===== src/rtl/dbg_trace_pkg.sv =====
// Shared encodings for the dispatch-status trace capture unit.
package dbg_trace_pkg;

  localparam int STATUS_W = 2;
  localparam int STATE_W  = 2;

  // Dispatch status of the selected channel for one cycle
  typedef enum logic [STATUS_W-1:0] {
    STS_IDLE = 2'd0,
    STS_RDY  = 2'd1,
    STS_WAIT = 2'd2
  } trc_status_e;

  // Capture controller state, exported on trc_state
  typedef enum logic [STATE_W-1:0] {
    TRC_IDLE    = 2'd0,
    TRC_ARMED   = 2'd1,
    TRC_CAPTURE = 2'd2,
    TRC_DONE    = 2'd3
  } trc_state_e;

endpackage


===== src/rtl/trace_ring.sv =====
// Circular entry buffer: push, pop, clear and overwrite-oldest when full.
// Read data is show-ahead and forced to zero while empty.
module trace_ring #(
  parameter int DEPTH = 64,
  parameter int W     = 8
) (
  input  logic                     i_clk,
  input  logic                     i_rst_n,
  input  logic                     i_clear,
  input  logic                     i_push,
  input  logic                     i_pop,
  input  logic [W-1:0]             i_data,
  output logic [W-1:0]             o_data,
  output logic [$clog2(DEPTH):0]   o_count,
  output logic                     o_full,
  output logic                     o_empty,
  output logic                     o_overwrite
);

  localparam int AW = $clog2(DEPTH);
  localparam int CW = AW + 1;

  logic [W-1:0]  r_mem [DEPTH];
  logic [AW-1:0] r_wr_ptr;
  logic [AW-1:0] r_rd_ptr;
  logic [CW-1:0] r_count;
  logic          w_pop;

  assign o_empty     = (r_count == '0);
  assign o_full      = (r_count == CW'(DEPTH));
  assign w_pop       = i_pop && !o_empty;
  // A pop in the same cycle frees the slot, so the push is not an overwrite
  assign o_overwrite = i_push && o_full && !w_pop;
  assign o_data      = o_empty ? '0 : r_mem[r_rd_ptr];
  assign o_count     = r_count;

  // Entry storage; no reset needed because reads are masked while empty
  always_ff @(posedge i_clk) begin
    if (i_push && !i_clear) r_mem[r_wr_ptr] <= i_data;
  end

  // Pointer and occupancy bookkeeping; clear beats any push or pop
  always_ff @(posedge i_clk or negedge i_rst_n) begin
    if (!i_rst_n) begin
      r_wr_ptr <= '0;
      r_rd_ptr <= '0;
      r_count  <= '0;
    end else if (i_clear) begin
      r_wr_ptr <= '0;
      r_rd_ptr <= '0;
      r_count  <= '0;
    end else begin
      if (i_push) r_wr_ptr <= r_wr_ptr + 1'b1;
      if (w_pop || o_overwrite) r_rd_ptr <= r_rd_ptr + 1'b1;
      if (i_push && !w_pop && !o_full) r_count <= r_count + 1'b1;
      else if (w_pop && !i_push)       r_count <= r_count - 1'b1;
    end
  end

endmodule


===== src/rtl/dispatch_trace_buf.sv =====
// Dispatch-status trace capture: priority channel select, order window,
// duplicate suppression, capture FSM and free-running timestamp.
// Entry layout: {ts, inst, ch_idx, status[1:0], multi}.
//
// state   | meaning
// IDLE    | capture off, buffer contents retained for draining
// ARMED   | buffer cleared, waiting for mon_order to reach window start
// CAPTURE | recording one entry per cycle inside the window
// DONE    | window closed or buffer full in stop mode; waits for cfg_en low
module dispatch_trace_buf
  import dbg_trace_pkg::*;
#(
  parameter int NUM_CH  = 4,
  parameter int DEPTH   = 64,
  parameter int INST_W  = 32,
  parameter int ORDER_W = 64,
  parameter int TS_W    = 16
) (
  input  logic                                 i_clk,
  input  logic                                 i_rst_n,
  input  logic [ORDER_W-1:0]                   i_mon_order,
  input  logic [INST_W-1:0]                    i_dec_inst,
  input  logic [NUM_CH-1:0]                    i_ch_req,
  input  logic [NUM_CH-1:0]                    i_ch_rdy,
  input  logic                                 i_cfg_en,
  input  logic                                 i_cfg_dedup,
  input  logic                                 i_cfg_stop_full,
  input  logic [ORDER_W-1:0]                   i_cfg_win_start,
  input  logic [ORDER_W-1:0]                   i_cfg_win_end,
  output logic                                 o_rd_valid,
  input  logic                                 i_rd_ready,
  output logic [INST_W+TS_W+$clog2(NUM_CH)+2:0] o_rd_data,
  output logic [1:0]                           o_trc_state,
  output logic [$clog2(DEPTH):0]               o_trc_count,
  output logic                                 o_trc_overflow
);

  localparam int IDX_W = $clog2(NUM_CH);
  localparam int KEY_W = INST_W + IDX_W + STATUS_W + 1;
  localparam int ENT_W = TS_W + KEY_W;

  trc_state_e        r_state;
  logic              r_en_d;
  logic [TS_W-1:0]   r_ts;
  logic [KEY_W-1:0]  r_last_key;
  logic              r_last_vld;
  logic              r_overflow;

  logic [IDX_W-1:0]  w_sel_idx;
  trc_status_e       w_sel_status;
  logic              w_multi;
  logic [KEY_W-1:0]  w_key;
  logic              w_rise;
  logic              w_win_open;
  logic              w_win_bad;
  logic              w_capturing;
  logic              w_dup;
  logic              w_pop;
  logic              w_push;
  logic              w_full;
  logic              w_empty;
  logic              w_overwrite;

  // Lowest-index requesting channel wins; scan from the top so it lands last
  always_comb begin
    w_sel_idx    = '0;
    w_sel_status = STS_IDLE;
    for (int i = NUM_CH - 1; i >= 0; i--) begin
      if (i_ch_req[i]) begin
        w_sel_idx    = IDX_W'(i);
        w_sel_status = i_ch_rdy[i] ? STS_RDY : STS_WAIT;
      end
    end
  end

  // More than one bit set iff clearing the lowest set bit leaves something
  assign w_multi    = |(i_ch_req & (i_ch_req - 1'b1));
  assign w_key      = {i_dec_inst, w_sel_idx, w_sel_status, w_multi};

  assign w_rise     = i_cfg_en && !r_en_d;
  assign w_win_open = (i_mon_order >= i_cfg_win_start) && (i_mon_order < i_cfg_win_end);
  assign w_win_bad  = (i_cfg_win_start >= i_cfg_win_end);
  // The ARMED cycle that sees the window open is already a capture cycle,
  // so the instruction at cfg_win_start is recorded.
  assign w_capturing = i_cfg_en && ((r_state == TRC_CAPTURE) || (r_state == TRC_ARMED));
  assign w_dup      = i_cfg_dedup && r_last_vld && (w_key == r_last_key);
  assign w_pop      = o_rd_valid && i_rd_ready;
  assign w_push     = w_capturing && w_win_open && !w_dup &&
                      !(i_cfg_stop_full && w_full && !w_pop);

  trace_ring #(
    .DEPTH (DEPTH),
    .W     (ENT_W)
  ) u_ring (
    .i_clk       (i_clk),
    .i_rst_n     (i_rst_n),
    .i_clear     (w_rise),
    .i_push      (w_push),
    .i_pop       (w_pop),
    .i_data      ({r_ts, w_key}),
    .o_data      (o_rd_data),
    .o_count     (o_trc_count),
    .o_full      (w_full),
    .o_empty     (w_empty),
    .o_overwrite (w_overwrite)
  );

  assign o_rd_valid     = !w_empty;
  assign o_trc_state    = r_state;
  assign o_trc_overflow = r_overflow;

  // Capture controller; dropping cfg_en returns to IDLE from anywhere
  always_ff @(posedge i_clk or negedge i_rst_n) begin
    if (!i_rst_n) begin
      r_state <= TRC_IDLE;
    end else if (!i_cfg_en) begin
      r_state <= TRC_IDLE;
    end else begin
      case (r_state)
        TRC_IDLE: begin
          if (w_rise) r_state <= TRC_ARMED;
        end
        TRC_ARMED: begin
          if (w_win_bad)                           r_state <= TRC_DONE;
          else if (i_mon_order >= i_cfg_win_start) r_state <= TRC_CAPTURE;
        end
        TRC_CAPTURE: begin
          if ((i_mon_order >= i_cfg_win_end) || (i_cfg_stop_full && w_full))
            r_state <= TRC_DONE;
        end
        default: r_state <= r_state;
      endcase
    end
  end

  // Timestamp, enable edge detect, dedup reference and sticky overflow
  always_ff @(posedge i_clk or negedge i_rst_n) begin
    if (!i_rst_n) begin
      r_ts       <= '0;
      r_en_d     <= 1'b0;
      r_last_key <= '0;
      r_last_vld <= 1'b0;
      r_overflow <= 1'b0;
    end else begin
      r_ts   <= r_ts + 1'b1;
      r_en_d <= i_cfg_en;
      if (w_rise) begin
        r_last_vld <= 1'b0;
        r_overflow <= 1'b0;
      end else begin
        if (w_push) begin
          r_last_key <= w_key;
          r_last_vld <= 1'b1;
        end
        if (w_overwrite) r_overflow <= 1'b1;
      end
    end
  end

endmodule


===== config.mk =====
export PLATFORM = sky130hd
export DESIGN_NAME = dispatch_trace_buf
export DESIGN_NICKNAME = d
export VERILOG_FILES = /design/src/rtl/dbg_trace_pkg.sv /design/src/rtl/trace_ring.sv /design/src/rtl/dispatch_trace_buf.sv
export SDC_FILE = /design/constraint.sdc
export NUM_CORES = 2
export LEC_CHECK = 0
export CAP_MARGIN = 5
export CELL_PAD_IN_SITES_DETAIL_PLACEMENT = 1
export CELL_PAD_IN_SITES_GLOBAL_PLACEMENT = 1
export CORE_MARGIN = 2
export CORE_UTILIZATION = 45
export DETAILED_ROUTE_END_ITERATION = 7
export GPL_TIMING_DRIVEN = 0
export PLACE_DENSITY = 0.75
export SYNTH_ARGS = -nofsm -noshare
export SYNTH_HDL_FRONTEND = slang
export SYNTH_SLANG_ARGS = --single-unit

===== constraint.sdc =====
create_clock -name i_clk -period 21.8 [get_ports i_clk]
set_input_delay 4.36 -clock i_clk [delete_from_list [all_inputs] [get_ports i_clk]]
set_output_delay 4.36 -clock i_clk [all_outputs]
set_load 0.01 [all_outputs]

### Yosys cells after proc, flatten, opt, wreduce, memory -nomap -nowiden

Memories as Yosys holds them, arrays and structs flattened.
Index checks and enable logic that the tools add are counted.

| storage, ports and cells | value |
|---|---|
| word-level logic and storage cells | 101 |
| input port bits | 238 |
| output and inout port bits | 64 |
| bits in writable memories | 3392 |
| memories | 1 |
| register bits | 77 |

Memory list:

| name | depth | width | read ports | clocked after Yosys merged registers in | write ports | RTL line | text |
|---|---|---|---|---|---|---|---|
| u_ring.r_mem | 64 | 53 | 1 | 0 | 1 | trace_ring.sv:23 | `logic [W-1:0] r_mem [DEPTH];` |

| operators by class | value |
|---|---|
| bitwise gates (word level) | 2 |
| reduce and logical (&&, ||, !) cells | 39 |
| mux-type cells | 32 |
| equality and inequality tests | 8 |
| $add $sub $neg | 6 |
| $lt $le $gt $ge | 4 |

Operators with widths:

| operator | count |
|---|---|
| $ge 64x64->1 | 3 |
| $lt 64x64->1 | 1 |
| $mux 53 | 1 |
| $eq 37x37->1 | 1 |
| $mux 2 | 17 |
| $mux 6 | 4 |
| $mux 7 | 3 |
| $logic_and 1x1->1 | 18 |
| $add 16x1->16 const B | 1 |
| $add 6x1->6 const B | 2 |
| $logic_not 1->1 | 9 |
| $add 7x1->7 const B | 1 |
| $eq 7x7->1 const B | 1 |
| $logic_not 7->1 | 1 |
| $sub 7x1->7 const B | 1 |
| $mux 1 | 6 |
| $ne 3x2->1 const B | 2 |
| $pmux 2 s3 | 1 |
| $reduce_bool 2->1 | 3 |
| $and 4x4->4 | 1 |
| $ne 4x1->1 const B | 1 |
| $ne 4x4->1 const B | 1 |
| $reduce_and 4->1 | 1 |
| $reduce_or 4->1 | 1 |
| 8 further kinds | 10 |

### Longest topological paths before layout

| logic depth | value |
|---|---|
| depth after elaboration | 15 |
| mapped depth | 21 |
| mapped depth without buffers | 20 |

### By module

From an unflattened synthesis, not the netlist that was laid out.

| unflattened totals | value |
|---|---|
| cell total of the unflattened synthesis | 6516 |
| area total of the unflattened synthesis | 137765.9 µm² |

By module, submodules not included:

| module | times used | sequential area each (µm²) | cells each | area each (µm²) |
|---|---|---|---|---|
| trace_ring | 1 | 102333.1 | 5665 | 130173.6 |
| dispatch_trace_buf | 1 | 1451.4 | 851 | 7592.3 |

### Worst setup path before layout

Ideal clock, no wire load.

| path | value |
|---|---|
| path kind | in2reg |
| start | in i_ch_req[0] |
| end | mem u_ring.r_mem[56][0] in the netlist's numbering, enable pin |
| stages | 13 |
| data arrival time | 12.676 ns |
| data required time | 21.204 ns |
| buffers on the path | 4 |
| library setup time | 0.596 ns |
| slack | 8.528 ns |
| cell sequence | buf_2 nor2_1 nand2_1 inv_1 a221o_1 xnor2_1 nand4_1 and4_1 buf_4 nand3_2 buf_2 buf_2 nor4_1 |

| between the ends | value |
|---|---|
| elaborated cells between the ends (all ways) | 13 |
| classes of those cells | 1 x add/sub; 1 x eq/ne; 4 x mux; 1 x bitwise; 6 x reduce/logical |

RTL lines:

| item | RTL line | text |
|---|---|---|
| start: declaration | dispatch_trace_buf.sv:23 | `input logic [NUM_CH-1:0] i_ch_req,` |
| $mux 2 | dispatch_trace_buf.sv:69 | `if (i_ch_req[i]) begin` |
| net u_ring.i_data[4] | trace_ring.sv:12 | `input logic [W-1:0] i_data,` |
| $eq 37x37->1 | dispatch_trace_buf.sv:86 | `assign w_dup = i_cfg_dedup && r_last_vld && (w_key == r_last_key);` |
| $logic_and 1x1->1 | dispatch_trace_buf.sv:86 |  |
| $logic_not 1->1 | dispatch_trace_buf.sv:88 | `assign w_push = w_capturing && w_win_open && !w_dup &&` |
| $logic_and 1x1->1 (2 in a row) | dispatch_trace_buf.sv:88 |  |
| $logic_and 1x1->1 | trace_ring.sv:39 | `if (i_push && !i_clear) r_mem[r_wr_ptr] <= i_data;` |
| $mux 1 | trace_ring.sv:39 |  |
| $mux 1 (not written as such) | trace_ring.sv:39 |  |
| end: declaration | trace_ring.sv:23 |  |

The timed path passes the listed nets, and every way through them passes these cells.

### Final worst setup path

| path | value |
|---|---|
| start | reg u_ring.r_rd_ptr[1] |
| end | out o_rd_data[33] |

| between the ends | value |
|---|---|
| cells in the longest elaborated chain, start to end | 2 |

RTL lines:

| item | RTL line | text |
|---|---|---|
| start: declaration | trace_ring.sv:25 | `logic [AW-1:0] r_rd_ptr;` |
| start signal: assignment | trace_ring.sv:54 | `if (w_pop \|\| o_overwrite) r_rd_ptr <= r_rd_ptr + 1'b1;` |
| $mem_v2 64x53 | -- |  |
| $mux 53 | trace_ring.sv:34 | `assign o_data = o_empty ? '0 : r_mem[r_rd_ptr];` |
| end: declaration | dispatch_trace_buf.sv:32 | `output logic [INST_W+TS_W+$clog2(NUM_CH)+2:0] o_rd_data,` |

Every way passes these cells.

==> results.md <==
* DR iter-0 viols at 11280
* Antenna Nets Post-Route at 0
* Layout Cells excl Fill at 11510
* Max clock buf depth at 4
* Warnings, synthesis at 0
* Mapped Nets at 6342
* Grt total ovfl at 0
* Endpoint class of the critical path: output port
* HP Class: flop to flop
* Status: complete, no violations
* Ports at 302
* CP max FO at 10
* Critical path required time at 17440 ps
* Post-synth EDFFs at 3392
* Most frequent cell after synthesis: edfxtp_1
* Initial antenna violation count at 34
* Largest net degree at the start of global routing at 69
* Number of global-route vias before repair at 76150
* Post-route cell area at 0.1625 mm²
* Worst-path clk slew at 60 ps
* Die span in y at 556.8 µm
* Unrepaired setup endpoints after global routing: no
* Peak VDD IR at 70.01 µV
* GRT Overall Usage at 27.25%
* Post-route clock period utilization at 50.72%
* Worst skew pair latency at 910 ps
* Pwr/cell area at 105.1 mW/mm²
* Pre-CTS setup slack at 10710 ps
* Cell row count at 202
* Hold Violations, Final at 0
* Main synth FF type: edfxtp_1
* Placed insts at 10840
* TritonCTS Buffers at 348
* Ys async rst share at 2.220%
* Seq/Total Area, Yosys at 75.48%
* Yosys top cell area share at 74.07%
* Nets at 7553
* Post-CTS Setup Inserts at 0
* Final GP Congestion at 0.8402
* First-pass GRT wire length at 591500 µm
* Die Width at 556.8 µm
* Area leader, netlist: edfxtp_1
* # fillers at 26250
* Post-Syn Area at 0.1375 mm²
* Crit path DAT at 6700 ps
* Worst-Margin Slew at 1413 ps
* Mapped Cells at 5900
* Drt first pass iters at 5
* Peak Freq at 90.44 MHz
* Synth area leaders: edfxtp_1 74%, mux4_2 18%, ha_1 1.8%, dfrtp_1 1.4%, inv_1 0.40%
* Most frequent cells after synthesis: 3392 x edfxtp_1, 1113 x mux4_2, 203 x ha_1
* Via-to-Cell Ratio at 6.362
* Final TNS setup at 0 ps
* CTS tree: built
* Placement Cell Area at 0.1514 mm²
* Synthesized area per cell at 23.31 µm²
* Max-slew violations at 0
* Post-Route Skew at 66.64 ps
* Startpoint types: flop
* Pleak at 53.73 nW
* Total number of vias at 73240
* Share of layout cells above drive strength 1 at 32.71%
* Max Cap Viol at 0
* Crit Path Category: flop to output port
* Core ar. at 0.3035 mm²
* # DRC at 0
* Final min period at 11060 ps
* Dpl hpwl at 292900 µm
* Area growth from synthesis to layout at 18.15%
* CTS resizes at 0
* Total Die Area at 0.3100 mm²
* Setup Viol. Count Final at 0
* Setup slack after layout at 10740 ps
* Initial Utilization at 45.30%
* Post-CTS Hold Fix Bufs at 0
* Clk sink count at 3469
* Root buffer cell: clkbuf_16
* DR WL/cell at 36.71 µm
* Seq cells post-synth at 3469
* H-tree depth at 5
* Max-slew headroom at 5.815%
* Total power at 17.08 mW
* Total wire length at 422700 µm
* Library cells used by synthesis at 64
* Port bufs at 300
==> kinds of logic (layout without fill, tap and decap cells) <==
group | Yosys count | after routing | share of synthesized area [%]
compound gates | 205 | 205 | 0.9491
xor+xnor | 59 | 59 | 0.3758
fa+ha+maj | 205 | 205 | 1.869
buf+inv | 440 | 1919 | 1.301
flops | 3469 | 3469 | 75.48
mux | 1152 | 1152 | 18.55
other cells | 0 | 53 | 0
simple gates | 370 | 370 | 1.484
==> per-layer routing <==
metal	vias to the layer above	track usage (%)	routed length (µm)
li1	27770	-	-
met1	39350	35.31	152100
met2	5213	44.66	208200
met3	886	6.396	43880
met4	20	10.87	18320
met5	-	0	127
==> flip-flops by register name, indices dropped and copies added (netlist names) <==
register / cells
u_ring.o_count: 7
u_ring.r_mem: 3392
u_ring.r_rd_ptr: 6
r_ts: 16
o_trc_state: 2
r_en_d: 1
r_last_key: 37
r_last_vld: 1
o_trc_overflow: 1
u_ring.r_wr_ptr: 6
==> layout by cell type, fill, tap and decap left out, drive strengths merged, types with 8 or more instances in the layout <==
cell type / count
nor2b: 8
nor3: 27
a211oi: 11
clkinv: 152
nand2b: 10
nor4: 53
nand2: 57
a21oi: 70
edfxtp: 3392
a21o: 42
mux4: 1113
ha: 203
mux2: 35
clkbuf: 576
clkdlybuf4s50: 267
clkinvlp: 8
buf: 738
nand3: 29
bufinv: 24
xnor2: 31
o21ai: 38
or3: 8
and2: 55
inv: 154
dfrtp: 77
and4: 9
nand4: 39
nor2: 52
diode: 53
xor2: 28
==> per-stage QoR <==
step / hold WS (ps) / utilization [%]
6_report: 535.4 / 53.52
5_1_grt: 556.6 / 53.50
4_1_cts: 532.9 / 53.46
3_5_place_dp: 509.5 / 49.89
3_3_place_gp: 488.3 / 47.97
2_1_floorplan: 465.9 / -
==> layout make-up <==
cell class / instances / area (µm²) / share of cell area (%)
Clock inverter: 189 / 1625 / 1.000
Sequential cell: 3469 / 103800 / 63.89
Inverter: 149 / 559.3 / 0.3442
Timing Repair Buffer: 861 / 8398 / 5.169
Multi-Input combinational cell: 1991 / 32370 / 19.92
Antenna cell: 53 / 132.6 / 0.08163
Buffer: 291 / 1251 / 0.7701
Clock buffer: 429 / 9223 / 5.677
Tap cell: 4080 / 5105 / 3.142
==> report_power, final <==
group | total (mW) | internal (mW) | leakage (nW) | switching (mW)
registers | 7.39 | 7.34 | 33.2 | 0.0464
clock network | 5.86 | 3.29 | 5.32 | 2.57
logic | 3.84 | 1.67 | 15.2 | 2.17
==> critical path: stages, from the launching register on <==
cell,delay (ps)
dfrtp_1,370
clkbuf_1,330
clkbuf_2,740
buf_1,1090
buf_1,960
mux4_2,430
mux4_2,540
mux4_2,540
and2_1,230
clkdlybuf4s50_1,490
==> path summary, 6_finish.rpt <==
path                                                      from                             end  slack (ps)  cells after the start
worst max-delay path            u_ring.r_rd_ptr[1]$_DFFE_PN0P_                   o_rd_data[33]       10740                      9
worst min-delay path                         r_ts[0]$_DFF_PN0_               r_ts[0]$_DFF_PN0_         540                      1
worst max register to register      r_last_key[36]$_DFFE_PN0P_  u_ring.r_mem[22][35]$_DFFE_PP_       15910                     18
worst min register to register               r_ts[0]$_DFF_PN0_               r_ts[0]$_DFF_PN0_         540                      1
max in group asynchronous                              i_rst_n      r_last_key[20]$_DFFE_PN0P_       17610                      2
min in group asynchronous                              i_rst_n               r_ts[8]$_DFF_PN0_        3480                      1
Power figures use the tool's default switching activity.
